File: config.mk
export PLATFORM = sky130hd
export DESIGN_NAME = sat_updown_counter
export DESIGN_NICKNAME = d
export VERILOG_FILES = /design/src/rtl/sat_updown_counter_pkg.sv /design/src/rtl/sat_updown_counter.sv
export SDC_FILE = /design/constraint.sdc
export NUM_CORES = 1
export LEC_CHECK = 0
export CORE_AREA = 2 2 39 41
export CTS_BUF_LIST = sky130_fd_sc_hd__clkbuf_4
export CTS_CLUSTER_SIZE = 24
export DETAILED_ROUTE_END_ITERATION = 7
export DIE_AREA = 0 0 41 43
export PLACE_DENSITY = 0.74
export SYNTH_ARGS = -nofsm -noshare
export SYNTH_HDL_FRONTEND = slang
export SYNTH_SLANG_ARGS = --single-unit
File: constraint.sdc
create_clock -name clock -period 2 [get_ports clock]
set_input_delay 0.2 -clock clock [delete_from_list [all_inputs] [get_ports clock]]
set_output_delay 0.2 -clock clock [all_outputs]
set_load 0.02 [all_outputs]
File: src/rtl/sat_updown_counter_pkg.sv
// Shared definitions for the saturating up/down counter and the timer
// blocks that reuse its state encoding.
package sat_updown_counter_pkg;

    localparam int STATE_W = 2;

    typedef enum logic [STATE_W-1:0] {
        ST_IDLE = 2'b00,
        ST_RUN  = 2'b01,
        ST_HELD = 2'b10
    } cnt_state_t;

endpackage

File: src/rtl/sat_updown_counter.sv
// Up/down counter with a programmable upper limit. It either saturates at
// the limits (RECYCLE=0) or wraps around (RECYCLE=1). A small FSM tracks
// idle / running / held-at-limit, and done pulses for one cycle when a
// limit is reached (saturating) or the count wraps (recycling).
module sat_updown_counter
    import sat_updown_counter_pkg::*;
#(
    parameter int WIDTH     = 4,
    parameter int MAX_VALUE = 2**WIDTH - 1,
    parameter bit RECYCLE   = 1'b0
) (
    input  logic               clock,
    input  logic               reset,
    input  logic               enable,
    input  logic               up_down,
    input  logic               load,
    input  logic [WIDTH-1:0]   load_value,
    output logic [WIDTH-1:0]   count,
    output logic               terminal,
    output logic               done,
    output logic [STATE_W-1:0] state
);

    localparam logic [WIDTH-1:0] MAX_C = WIDTH'(MAX_VALUE);
    localparam logic [WIDTH-1:0] ONE_C = WIDTH'(1);

    cnt_state_t       state_q, state_d;
    logic [WIDTH-1:0] count_q, count_d;
    logic             done_q, done_d;
    logic             at_limit;

    // Limit that the count runs towards in the given direction.
    function automatic logic [WIDTH-1:0] limit_of(input logic dir);
        return dir ? MAX_C : '0;
    endfunction

    // Loaded values above the limit are clipped to the limit.
    function automatic logic [WIDTH-1:0] clamp_load(input logic [WIDTH-1:0] v);
        return (v > MAX_C) ? MAX_C : v;
    endfunction

    // One step in the given direction; callers guarantee no limit is crossed.
    function automatic logic [WIDTH-1:0] step_count(input logic [WIDTH-1:0] c,
                                                    input logic             dir);
        return dir ? (c + ONE_C) : (c - ONE_C);
    endfunction

    assign at_limit = (count_q == limit_of(up_down));

    // Next count, next state and next done: load beats enable; a step that
    // would cross a limit either saturates (entering HELD) or wraps.
    always_comb begin
        count_d = count_q;
        state_d = state_q;
        done_d  = 1'b0;
        case (state_q)
            ST_IDLE, ST_RUN, ST_HELD: begin
                if (load) begin
                    count_d = clamp_load(load_value);
                    if (!RECYCLE && (clamp_load(load_value) == limit_of(up_down)))
                        state_d = ST_HELD;
                    else
                        state_d = ST_RUN;
                end else if (enable) begin
                    if (at_limit) begin
                        if (RECYCLE) begin
                            count_d = limit_of(!up_down);
                            state_d = ST_RUN;
                            done_d  = 1'b1;
                        end else if (state_q != ST_HELD) begin
                            // Pushing against the limit from RUN/IDLE parks here.
                            state_d = ST_HELD;
                            done_d  = 1'b1;
                        end
                    end else begin
                        count_d = step_count(count_q, up_down);
                        state_d = ST_RUN;
                        if (!RECYCLE && (step_count(count_q, up_down) == limit_of(up_down))) begin
                            state_d = ST_HELD;
                            done_d  = 1'b1;
                        end
                    end
                end
            end
            default: begin
                // Unused encoding: fall back to IDLE without touching the count.
                state_d = ST_IDLE;
            end
        endcase
    end

    // Count register.
    always_ff @(posedge clock or negedge reset) begin
        if (!reset)
            count_q <= '0;
        else
            count_q <= count_d;
    end

    // FSM state register.
    always_ff @(posedge clock or negedge reset) begin
        if (!reset)
            state_q <= ST_IDLE;
        else
            state_q <= state_d;
    end

    // Done pulse register, aligned with the count edge it reports.
    always_ff @(posedge clock or negedge reset) begin
        if (!reset)
            done_q <= 1'b0;
        else
            done_q <= done_d;
    end

    assign count    = count_q;
    assign state    = state_q;
    assign done     = done_q;
    assign terminal = at_limit;

endmodule

==> Yosys cells after proc, flatten, opt, wreduce, memory -nomap -nowiden <==
Index checks and enable logic that the tools add are counted.
{ "totals": {"register_bits": 7, "word_cells": 39} }
{ "op_classes": {"add_sub_neg": 2, "n_lt_le_gt_ge": 1, "n_eq_ne": 9, "muxes": 19, "reduce_logical": 5} }
{ "op_table": {"columns": ["cell", "count"], "rows": [
  ["$mux W4", 6],
  ["$mux W2", 7],
  ["$eq A4 B4 Y1", 3],
  ["$mux W1", 6],
  ["$add A4 B1 Y4 const B", 1],
  ["$gt A4 B4 Y1 const B", 1],
  ["$ne A2 B2 Y1 const B", 2],
  ["$ne A4 B4 Y1 const B", 1],
  ["$sub A4 B1 Y4 const B", 1],
  ["$ne A3 B3 Y1 const B", 1],
  ["$reduce_and A3 Y1", 1],
  ["$reduce_or A3 Y1", 1],
  ["$eq A2 B1 Y1 const B", 1],
  ["$eq A2 B2 Y1 const B", 1],
  ["$logic_not A2 Y1", 1],
  ["$reduce_and A2 Y1", 1],
  ["$reduce_bool A2 Y1", 1]
]} }

==> Longest topological paths before layout <==
{ "logic_depth": {"depth_word": 8, "mapped_depth": 7, "mapped_depth_nobuf": 7} }

==> Worst setup path before layout <==
OpenSTA, ideal clock, no wires.
{ "synth_timing": {"path_kind": "register -> register", "startpoint": "register count_q[0] (netlist: count[0])", "endpoint": "register state_q[1] (netlist: state[1])", "setup_time_ns": 0.140, "arrival_ns": 1.868, "required_time_ns": 1.860, "slack_ns": -0.009, "path_stages_with_launch": 8, "path_cell_list": "dfrtp_1 inv_1 fa_1 xor2_1 and4_1 o21ai_0 a2bb2oi_1 o221ai_1"} }
{ "synth_via": {"elab_chain_cells": 8} }
{ "synth_rtl": {"columns": ["element", "line_no", "rtl"], "rows": [
  ["start, declared", "sat_updown_counter.sv:28", "logic [WIDTH-1:0] count_q, count_d;"],
  ["start signal, assigned", "sat_updown_counter.sv:97", "count_q <= count_d;"],
  ["$sub A4 B1 Y4 / $add A4 B1 Y4 (equally long branches)", "sat_updown_counter.sv:45", "return dir ? (c + ONE_C) : (c - ONE_C);"],
  ["$mux W4", "sat_updown_counter.sv:45", null],
  ["$eq A4 B4 Y1", "sat_updown_counter.sv:78", "if (!RECYCLE && (step_count(count_q, up_down) == limit_of(up_down))) begin"],
  ["$mux W2", "sat_updown_counter.sv:78", null],
  ["$mux W2", "sat_updown_counter.sv:65", "if (at_limit) begin"],
  ["$mux W2", "sat_updown_counter.sv:64", "end else if (enable) begin"],
  ["$mux W2", "sat_updown_counter.sv:58", "if (load) begin"],
  ["$mux W2", "sat_updown_counter.sv:56", "case (state_q)"],
  ["end signal, assigned", "sat_updown_counter.sv:105", "state_q <= state_d;"],
  ["end, declared", "sat_updown_counter.sv:27", "cnt_state_t state_q, state_d;"]
]} }
Parallel ways exist; a longest one is shown, timed or not. The select of a mux whose other input is x is not followed.
A chain may end at the register's enable or synchronous reset.

==> Final worst setup path <==
Ends and elaborated chain as after synthesis.

==> flow_metrics.tcl <==
set metrics [dict create \
    outcome "complete, no violations" \
    synth.area.mux_share_pct 0 \
    worstPathRequired_ns 2.10 \
    cts-root-buf "clkbuf_4" \
    finalNetCount 104 \
    yosysWarnings 0 \
    p_leak_nw 0.375 \
    max_slew_margin_pct 80.0 \
    drtPass1Iterations 4 \
    fin_crit_sh_pct 94.2 \
    synth-seq-area-share_pct 30.2 \
    fin_worst_skew_ns 0.00284 \
    worstSetupPathType "reg2reg" \
    io_pins 17 \
    clockBufferDepth 2 \
    cts_buffers 3 \
    grt_first_pass_wirelength_mm 2.13 \
    insertion_delay_ns 0.24 \
    routed_wl_mm 1.39 \
    avgViaCountPerCell 5.22 \
    clk_pin_slew_ns 0.05 \
    critPathArrivalTime_ns 1.99 \
    r2r_slack_ns 0.12 \
    first_iter_violations 4 \
    cts_sinks 7 \
    cts_tree "yes" \
    first_global_vias 525 \
    grt_use_total_pct 17.8 \
    grt_setup_unrepaired "no" \
    hpwlAfterDp_mm 1.14 \
    period_needed_ns 1.88 \
    hold_viol_final 0 \
    multi_input_area_um2 397 \
    overflow 0 \
    die_area_mm2 0.00176 \
    critPathCaptureType "register" \
    core_mm2 0.00138 \
    whs_ns 0.206 \
    io_buffers 16 \
    finalMaxSlewViolations 0 \
    powerDensity_mw_per_mm2 1180 \
    worst_pin_slew_ns 0.298 \
    num_rows 14 \
    synthSimpleGateAreaFrac_pct 21.3 \
    vias 559 \
    synth_area_per_cell_um2 8.93 \
    dpl.cell_count 103 \
    area_growth_syn_to_layout_pct 48.7 \
    setup_viol 0 \
    netlist_instances 65 \
    drc 0 \
    drv_cap 0 \
    start_kind "register" \
    cts_hold_buf 0 \
    syn_area_um2 581 \
    nFillCells 136 \
    max-vdd-ir-drop_mv 0.721 \
    layout.cells.non_filler 107 \
    floorplan.initialDensity_pct 42.0 \
    synthXorXnorAreaFrac_pct 4.53 \
    hold_class "in2async" \
    drive_above_1_share_pct 26.4 \
    synthAdderAreaFrac_pct 7.76 \
    antenna_left 0 \
    die_w_um 41 \
    synth_top_family_by_area "compound AO/OA/AOI/OAI gates" \
    antenna_found_initial 0 \
    syn-num-nets 77 \
    regArea_um2 176 \
    synth-seq-cells 7 \
    grt_max_degree 12 \
    ys_types 29 \
    path_max_fanout 4 \
    fmax_mhz 531 \
    dieHeight_um 43 \
    h-tree-depth 1 \
    synth_compound_area_share_pct 30.2 \
    wl_per_cell_um 13.0 \
    antenna_cells 0 \
    gp_congestion 0.782 \
]
layer usage:
metal  global-route usage, %  up-vias  routed length (µm)
li1                        -      288                   -
met1                    24.1      258                 681
met2                    26.6       13                 653
met3                    3.14        0                  57
met4                    8.00        0                   0
met5                       0        -                   0
final timing paths:
kind | cells after the start | start | end
max in group asynchronous | 1 | reset | count[0]
max reg2reg | 7 | count[0] | state[1]
min in group clock | 2 | count[1] | count[1]
min | 1 | reset | state[1]
min reg2reg | 2 | count[1] | count[1]
max | 7 | count[0] | state[1]
stage by stage:
| stage | setup slack, ns | instance area [µm²] | setup TNS, ns | power [mW] | util, % |
|---|---|---|---|---|---|
| finish | 0.117 | 863 | 0 | 1.02 | 62.4 |
| global route | 0.0230 | 863 | 0 | 1.09 | 62.4 |
| CTS | 0.00187 | 841 | 0 | 0.994 | 60.8 |
| detailed placement | -0.357 | 806 | -1.75 | 0.835 | 58.2 |
| global placement | -0.296 | 806 | -1.39 | 0.825 | 58.2 |
| floorplan | 0.0910 | 582 | 0 | 0.601 | - |
cell usage in the layout (no fill, tap or decap), types with 3 or more instances in the layout:
master,count
clkdlybuf4s50_1,14
nor2_1,3
nand2_1,9
a21oi_1,3
o21ai_0,3
nand3_1,5
buf_4,7
clkbuf_4,4
dfrtp_1,6
inv_1,6
power by group:
| group | leakage (nW) | switching [mW] | internal [mW] |
|---|---|---|---|
| Clock | 0.0184 | 0.0464 | 0.0893 |
| Sequential | 0.0848 | 0.0460 | 0.189 |
| Combinational | 0.272 | 0.318 | 0.327 |
| Total | 0.375 | 0.410 | 0.606 |
cells by family (layout without fill, tap and decap cells):
group / count (synthesis) / in the layout
buffers and inverters: 8 / 34
AND/OR/NAND/NOR: 24 / 24
flip-flops: 7 / 7
AO/OA/AOI/OAI: 20 / 20
XOR/XNOR: 3 / 3
adder cells (fa/ha/maj): 3 / 3
critical path, stage by stage, from the launching register on:
cell	delay, ns
dfrtp_2	0.38
inv_1	0.06
fa_1	0.44
xor2_2	0.17
and4_1	0.20
o21ai_1	0.16
a2bb2oi_2	0.19
o221ai_1	0.13
flip-flops by register name, summed over array words and instances, names as in the netlist:
register	flops
state	2
count	4
done	1
cell type report:
type,count,share of cell area (%)
Clock buffer,4,3.48
Tap cell,16,2.32
Timing Repair Buffer,23,24.8
Inverter,7,3.04
Multi-Input combinational cell,50,45.9
Sequential cell,7,20.4
synth_stat cells (all sizes together):
library cell  instances  area, µm²
nor4                  2       12.5
ha                    2       25.0
or3                   1       11.3
o211ai                1       7.51
or4                   1       7.51
nand2                 9       33.8
a21oi                 6       48.8
o221ai                1       8.76
a21o                  1       7.51
o2111ai               1       8.76
fa                    1       20.0
and3                  1       7.51
o21ai                 5       25.0
o22ai                 1       12.5
o2111a                1       11.3
a2bb2oi               2       35.0
o31a                  1       10.0
xor2                  1       8.76
nand3                 5       25.0
nor2                  3       11.3
and2                  1       6.26
and4                  1       8.76
inv                   7       26.3
dlygate4sd1           1       8.76
dfrtp                 7        175
xnor2                 2       17.5
what timing repair did:
action                     in CTS  in global routing
gates resized for setup         3                  5
setup endpoints to repair       3                  5
cloned                          0                  0
hold endpoints to repair        0                  0
buffers inserted                0                  0
No activity file was read; power rests on OpenSTA's default activity.
